[config.mk]
export PLATFORM = sky130hd
export DESIGN_NAME = snake_state_bank
export DESIGN_NICKNAME = d
export VERILOG_FILES = /design/src/rtl/snake_state_bank.sv
export SDC_FILE = /design/constraint.sdc
export NUM_CORES = 2
export LEC_CHECK = 0
export ABC_AREA = 1
export CAP_MARGIN = 25
export CELL_PAD_IN_SITES_DETAIL_PLACEMENT = 1
export CELL_PAD_IN_SITES_GLOBAL_PLACEMENT = 1
export CORE_MARGIN = 5
export CORE_UTILIZATION = 37
export CTS_CLUSTER_SIZE = 14
export DETAILED_ROUTE_END_ITERATION = 16
export HOLD_SLACK_MARGIN = 0.05
export PLACE_DENSITY_LB_ADDON = 0.1
export SKIP_CTS_REPAIR_TIMING = 1
export SLEW_MARGIN = 20
export SYNTH_ARGS = -nofsm -noshare
export SYNTH_HDL_FRONTEND = slang
export SYNTH_SLANG_ARGS = --single-unit
[constraint.sdc]
create_clock -name clock -period 2.15 [get_ports clock]
set_clock_uncertainty 0.15 [all_clocks]
set_input_delay 0.5375 -clock clock [delete_from_list [all_inputs] [get_ports clock]]
set_output_delay 0.5375 -clock clock [all_outputs]
set_load 0.01 [all_outputs]
[src/rtl/snake_state_bank.sv]
// Double-buffered snake segment store: the processor writes a shadow bank, and a
// commit arms a swap into the display bank on the next frame_sync rising edge.
module snake_state_bank #(
   parameter  int                SEGS      = 36,
   parameter  int                SEG_W     = 10,
   parameter  int                ADDR_W    = 12,
   parameter  logic [ADDR_W-1:0] BASE_ADDR = 12'd3000,
   localparam int                LEN_W     = $clog2(SEGS + 1)
) (
   input  logic                    clock,
   input  logic                    reset,
   input  logic                    wren,
   input  logic [ADDR_W-1:0]       address,
   input  logic [31:0]             data,
   output logic [31:0]             q,
   input  logic                    frame_sync,
   output logic [SEGS*SEG_W-1:0]   snake_data,
   output logic [LEN_W-1:0]        snake_len,
   output logic                    armed,
   output logic                    swap_pulse,
   output logic [15:0]             frame_count
);

   localparam logic [ADDR_W-1:0] OFF_LEN    = ADDR_W'(SEGS);
   localparam logic [ADDR_W-1:0] OFF_COMMIT = ADDR_W'(SEGS + 1);
   localparam logic [ADDR_W-1:0] OFF_STATUS = ADDR_W'(SEGS + 2);

   typedef enum logic [0:0] {IDLE = 1'b0, ARMED = 1'b1} state_t;

   state_t                  state_reg, state_next;
   logic                    fs_reg;
   logic                    dirty_reg;
   logic                    swap_pulse_reg;
   logic [15:0]             frame_count_reg;
   logic [LEN_W-1:0]        shadow_len_reg;
   logic [LEN_W-1:0]        disp_len_reg;
   logic [31:0]             q_reg;

   logic                    edge_det;
   logic                    swap_go;
   logic                    in_range;
   logic [ADDR_W-1:0]       offset;
   logic                    seg_wr;
   logic                    len_wr;
   logic                    commit_wr;
   logic [LEN_W-1:0]        len_in;
   logic [31:0]             rd_data;
   logic [SEGS*SEG_W-1:0]   shadow_flat;

   assign edge_det  = frame_sync & ~fs_reg;
   assign in_range  = (address >= BASE_ADDR);
   assign offset    = address - BASE_ADDR;
   assign seg_wr    = wren && in_range && (offset < OFF_LEN);
   assign len_wr    = wren && in_range && (offset == OFF_LEN);
   assign commit_wr = wren && in_range && (offset == OFF_COMMIT);
   assign len_in    = (data > 32'(SEGS)) ? LEN_W'(SEGS) : data[LEN_W-1:0];

   // A commit arriving with the swap edge re-arms for the following frame.
   always_comb begin
      state_next = state_reg;
      swap_go    = 1'b0;
      case (state_reg)
         IDLE: begin
            if (commit_wr) state_next = ARMED;
         end
         ARMED: begin
            if (edge_det) begin
               swap_go = 1'b1;
               if (!commit_wr) state_next = IDLE;
            end
         end
         default: state_next = IDLE;
      endcase
   end

   genvar gi;
   generate
      for (gi = 0; gi < SEGS; gi++) begin : g_seg
         logic [SEG_W-1:0] shadow_reg;
         logic [SEG_W-1:0] disp_reg;
         logic             seg_sel;

         assign seg_sel = seg_wr && (offset == ADDR_W'(gi));

         always_ff @(posedge clock or negedge reset) begin
            if (!reset) begin
               shadow_reg <= '0;
               disp_reg   <= '0;
            end else begin
               if (swap_go) disp_reg <= shadow_reg;
               if (seg_sel) shadow_reg <= data[SEG_W-1:0];
            end
         end

         // Segments beyond the live length show the off-grid marker.
         assign snake_data[gi*SEG_W +: SEG_W] =
            (LEN_W'(gi) < disp_len_reg) ? disp_reg : {SEG_W{1'b1}};
         assign shadow_flat[gi*SEG_W +: SEG_W] = shadow_reg;
      end
   endgenerate

   always_comb begin
      rd_data = '0;
      if (in_range) begin
         for (int i = 0; i < SEGS; i++) begin
            if (offset == ADDR_W'(i)) rd_data = 32'(shadow_flat[i*SEG_W +: SEG_W]);
         end
         if (offset == OFF_LEN)    rd_data = 32'(shadow_len_reg);
         if (offset == OFF_STATUS) rd_data = {frame_count_reg, 14'b0, (state_reg == ARMED), dirty_reg};
      end
   end

   always_ff @(posedge clock or negedge reset) begin
      if (!reset) begin
         state_reg       <= IDLE;
         fs_reg          <= 1'b0;
         dirty_reg       <= 1'b0;
         swap_pulse_reg  <= 1'b0;
         frame_count_reg <= '0;
         shadow_len_reg  <= '0;
         disp_len_reg    <= '0;
         q_reg           <= '0;
      end else begin
         state_reg      <= state_next;
         fs_reg         <= frame_sync;
         swap_pulse_reg <= swap_go;
         q_reg          <= rd_data;
         if (edge_det) frame_count_reg <= frame_count_reg + 16'd1;
         if (swap_go)  disp_len_reg    <= shadow_len_reg;
         if (len_wr)   shadow_len_reg  <= len_in;
         // A store landing with the swap leaves the shadow dirty again.
         if (seg_wr || len_wr) dirty_reg <= 1'b1;
         else if (swap_go)     dirty_reg <= 1'b0;
      end
   end

   assign q           = q_reg;
   assign snake_len   = disp_len_reg;
   assign armed       = (state_reg == ARMED);
   assign swap_pulse  = swap_pulse_reg;
   assign frame_count = frame_count_reg;

endmodule

==> run_summary.xml <==
<?xml version="1.0" encoding="UTF-8"?>
<metrics>
  <group name="routing">
    <metric name="post_drt_via_cell_ratio" unit="">5.06</metric>
    <metric name="ant_nets" unit="">0</metric>
    <metric name="vias_post_dr" unit="">33400</metric>
    <metric name="drcViolationCount" unit="">0</metric>
    <metric name="postRouteWirelength" unit="um">147000</metric>
    <metric name="post_drt_wl_per_cell" unit="um">22.3</metric>
    <metric name="dr.first_iter.drc_count" unit="">2384</metric>
    <metric name="detail_route.first_pass.iterations" unit="">5</metric>
  </group>
  <group name="outcome">
    <metric name="violations" unit="">negative setup slack</metric>
    <metric name="run_status" unit="">complete, but fails checks</metric>
  </group>
  <group name="sta">
    <metric name="finalHoldViolations" unit="">0</metric>
    <metric name="setup_violations" unit="">803</metric>
    <metric name="holdWs" unit="ps">220</metric>
    <metric name="timing.max_slew.rel_slack" unit="%">45.1</metric>
    <metric name="maxClockFrequency" unit="MHz">247</metric>
    <metric name="timing_max_transition_violations_final" unit="">0</metric>
    <metric name="post-route-worst-setup-slack" unit="ps">-1900</metric>
    <metric name="setup_repair_after_global_routing_missed_its_margin" unit="">yes</metric>
    <metric name="post-route-min-period" unit="ps">4050</metric>
    <metric name="finalCritPeriodShare" unit="%">189</metric>
    <metric name="worst_pin_slew" unit="ps">824</metric>
  </group>
  <group name="synthesis">
    <metric name="syn-mean-instance-area" unit="sq um">8.04</metric>
    <metric name="synthArstFlopShare" unit="%">100</metric>
    <metric name="synth_seq_area_share" unit="%">56.5</metric>
    <metric name="netlist_area" unit="sq um">34400</metric>
    <metric name="synthDistinctLibCells" unit="">50</metric>
    <metric name="yosys_most_used_dff" unit="">sky130_fd_sc_hd__dfrtp_1</metric>
    <metric name="post_synthesis_cell_count" unit="">4283</metric>
    <metric name="synth_seq_cells" unit="">778</metric>
    <metric name="number_of_enable_flip_flop_cells_after_synthesis" unit="">0</metric>
    <metric name="synthesis.yosys.warnings" unit="">0</metric>
  </group>
  <group name="global_routing">
    <metric name="first_global_vias" unit="">34100</metric>
    <metric name="first_pass_grt_wire_length" unit="um">216000</metric>
    <metric name="pin_count_of_the_biggest_net_entering_global_routing" unit="">91</metric>
    <metric name="grt_antenna_before_repair" unit="">3</metric>
    <metric name="track_usage" unit="%">28.5</metric>
    <metric name="grt.overflow.total" unit="">0</metric>
  </group>
  <group name="cts">
    <metric name="worst_skew_late_latency" unit="ps">660</metric>
    <metric name="cts_tree" unit="">built</metric>
    <metric name="numClockSinks" unit="">778</metric>
    <metric name="clk_path_buf_depth" unit="">3</metric>
    <metric name="path_clk_slew" unit="ps">60</metric>
    <metric name="cts_made_buffers" unit="">86</metric>
    <metric name="cts.root.buffer_cell" unit="">sky130_fd_sc_hd__clkbuf_16</metric>
    <metric name="clock_tree.htree_level_count" unit="">3</metric>
  </group>
  <group name="setup_path">
    <metric name="critical_path_arrival" unit="ps">4450</metric>
    <metric name="worst_setup_path_startpoint" unit="">address[3]</metric>
    <metric name="launching_element_type_of_the_critical_path" unit="">input port</metric>
    <metric name="crit_buf_inv" unit="">3</metric>
    <metric name="critical_path_required" unit="ps">2550</metric>
    <metric name="setup.reg_to_reg.worst_slack" unit="ps">-1440</metric>
    <metric name="critical-path-top-delay-family" unit="">simple AND/OR/NAND/NOR gates</metric>
    <metric name="crit_path_frequent_cell" unit="">sky130_fd_sc_hd__nand2_1</metric>
    <metric name="path_max_fanout" unit="">5</metric>
    <metric name="reg2reg_depth" unit="">24</metric>
    <metric name="timing_worst_setup_path_type" unit="">input port to register</metric>
    <metric name="worstSetupEndpointType" unit="">register</metric>
    <metric name="regToRegEndpoint" unit="">q[5]</metric>
    <metric name="worstReg2RegStart" unit="">g_seg[1].shadow_reg[5]</metric>
    <metric name="critical-path-slowest-cell" unit="">sky130_fd_sc_hd__a221oi_4</metric>
    <metric name="timing.critical_path.slowest_cell_delay" unit="ps">330</metric>
  </group>
  <group name="final_layout">
    <metric name="drive_gt1_share" unit="%">21.8</metric>
    <metric name="area_growth_synth_to_finish" unit="%">44.3</metric>
    <metric name="nets" unit="">5315</metric>
    <metric name="finalInstanceArea" unit="sq um">49700</metric>
  </group>
  <group name="hold_path">
    <metric name="hold-path-endpoint" unit="">fs_reg</metric>
    <metric name="hold_depth" unit="">1</metric>
    <metric name="hold_path.class" unit="">input port to register</metric>
    <metric name="hold_path_origin" unit="">frame_sync</metric>
  </group>
  <group name="die">
    <metric name="rows" unit="">112</metric>
    <metric name="floorplan.initialDensity" unit="%">37.1</metric>
    <metric name="die_y" unit="um">315</metric>
    <metric name="floorplan.io_pins" unit="">464</metric>
    <metric name="die_outline_area" unit="sq um">99300</metric>
    <metric name="core_area" unit="sq um">92900</metric>
    <metric name="chipWidth" unit="um">315</metric>
  </group>
  <group name="placed_design">
    <metric name="place_hpwl" unit="um">109000</metric>
    <metric name="placed_area" unit="sq um">45300</metric>
    <metric name="worst_slack_after_detailed_placement" unit="ps">-3000</metric>
    <metric name="io_buffer_count" unit="">457</metric>
    <metric name="gp_congestion" unit="">0.933</metric>
  </group>
  <group name="power_and_ir_drop">
    <metric name="powerDensity" unit="nW/um^2">779</metric>
    <metric name="leakagePower" unit="nW">24.0</metric>
    <metric name="ir_worst_vdd" unit="mV">0.543</metric>
  </group>
  <group name="job">
    <metric name="max_cap_violations" unit="">0</metric>
  </group>
</metrics>
[synth_stat cells (all sizes together), types with 7 or more instances]
| cell type | count | area (sq um) |
|---|---|---|
| a21oi | 72 | 360 |
| buf | 18 | 118 |
| clkbuf | 212 | 796 |
| clkinv | 14 | 52.6 |
| dfrtp | 778 | 19500 |
| inv | 516 | 1940 |
| nand2 | 1484 | 5590 |
| nand3 | 52 | 283 |
| nand4 | 76 | 482 |
| nor2 | 192 | 788 |
| nor3 | 31 | 166 |
| nor4 | 7 | 43.8 |
| o21ai | 759 | 3800 |
| or2 | 12 | 75.1 |
| xor2 | 14 | 123 |
[final cells by class]
type | count | area [sq um]
sequential | 778 | 19500
clock buffer | 127 | 2570
fill | 10900 | 43200
multi-input combinational | 2753 | 13300
clock inverter | 32 | 468
inverter | 530 | 2020
timing repair inverter | 3 | 18.8
timing repair buffer | 1113 | 10300
tap | 1254 | 1570
antenna | 3 | 7.51
[worst max-delay path by stage]
stage                 to  slack [ps]  cells after the start
finish              q[5]       -1900                     35
global placement    q[3]       -2900                     35
global route        q[5]       -2130                     35
CTS                 q[8]       -2330                     33
floorplan           q[1]       -1220                     42
detailed placement  q[8]       -3000                     33
[cells in the final DEF, fill, tap and decap left out, types with 24 or more instances in the layout]
cell / Yosys / layout
sky130_fd_sc_hd__dfrtp_1: 778 / 776
sky130_fd_sc_hd__nand4_1: 75 / 75
sky130_fd_sc_hd__buf_4: 10 / 564
sky130_fd_sc_hd__o21ai_0: 738 / 474
sky130_fd_sc_hd__a21oi_1: 72 / 62
sky130_fd_sc_hd__nor2_1: 179 / 143
sky130_fd_sc_hd__nand2_1: 1478 / 1369
sky130_fd_sc_hd__o21ai_1: 21 / 275
sky130_fd_sc_hd__buf_6: 1 / 69
sky130_fd_sc_hd__nand2_2: 6 / 70
sky130_fd_sc_hd__nand3_1: 49 / 24
sky130_fd_sc_hd__clkbuf_8: 0 / 24
sky130_fd_sc_hd__dlymetal6s2s_1: 0 / 39
sky130_fd_sc_hd__inv_1: 504 / 494
sky130_fd_sc_hd__nor2_2: 6 / 28
sky130_fd_sc_hd__nand2_4: 0 / 43
sky130_fd_sc_hd__clkbuf_16: 0 / 87
sky130_fd_sc_hd__buf_12: 0 / 60
sky130_fd_sc_hd__buf_2: 4 / 30
sky130_fd_sc_hd__clkdlybuf4s50_1: 0 / 329
sky130_fd_sc_hd__nand3_2: 2 / 24
[cells by family after synthesis]
logic type                 Yosys count  share of synthesized area (%)
muxes                                1                         0.0327
buffers and inverters              760                           8.43
xor gates and xnor gates            15                          0.381
DFF                                778                           56.5
and+or+nand+nor                   1868                           21.8
AOI/OAI and AO/OA                  858                           12.7
other                                1                         0.0109
adders and majority gates            2                         0.0726
[metal layers]
metal	up-vias	track usage (%)	part of all wire (%)
li1	15400	-	-
met5	-	0	0
met2	888	47.1	48
met1	16900	40.5	45
met4	0	6.14	1.9
met3	164	3.52	5.4
[stage by stage]
step | utilization [%] | power (mW) | TNS [ps] | cells
2_1_floorplan | - | 18.3 | -211660 | 4288
3_3_place_gp | 48.7 | 22.7 | -905410 | 6363
3_5_place_dp | 48.7 | 22.8 | -927550 | 6363
4_1_cts | 52.0 | 38.6 | -769810 | 6522
5_1_grt | 53.5 | 40.3 | -593300 | 6591
6_report | 53.5 | 38.7 | -521360 | 6593
[worst register-to-register path, stage by stage (launching register included)]
cell                       delay [ps]
sky130_fd_sc_hd__dfrtp_1          390
sky130_fd_sc_hd__inv_1            120
sky130_fd_sc_hd__nor2_1            80
sky130_fd_sc_hd__a221oi_4         240
sky130_fd_sc_hd__nand4_1          180
sky130_fd_sc_hd__a21oi_2          160
sky130_fd_sc_hd__nand4_1          170
sky130_fd_sc_hd__nand2_1          140
sky130_fd_sc_hd__nand4_1          140
sky130_fd_sc_hd__nor2_2           170
sky130_fd_sc_hd__nand3_1          110
sky130_fd_sc_hd__nor2_1           150
sky130_fd_sc_hd__nand3_1          140
sky130_fd_sc_hd__nand2_1          110
sky130_fd_sc_hd__nand3_2           90
sky130_fd_sc_hd__nor2_2           120
sky130_fd_sc_hd__nand3b_1          80
sky130_fd_sc_hd__nand2_1          110
sky130_fd_sc_hd__nand4_1          110
sky130_fd_sc_hd__nor2_2           160
sky130_fd_sc_hd__nand3_2          120
sky130_fd_sc_hd__nand2_1           90
sky130_fd_sc_hd__nand3_1           60
sky130_fd_sc_hd__nand2_1           70
sky130_fd_sc_hd__inv_1             30
[power breakdown]
part	total (mW)	switching (mW)	internal [mW]	leakage, nW
Combinational	7.18	3.94	3.24	12.2
Sequential	15.7	0.287	15.4	10.3
Clock	15.8	6.39	9.40	1.49
Total	38.7	10.6	28.1	24.0
No activity file was read; power rests on OpenSTA's default activity.
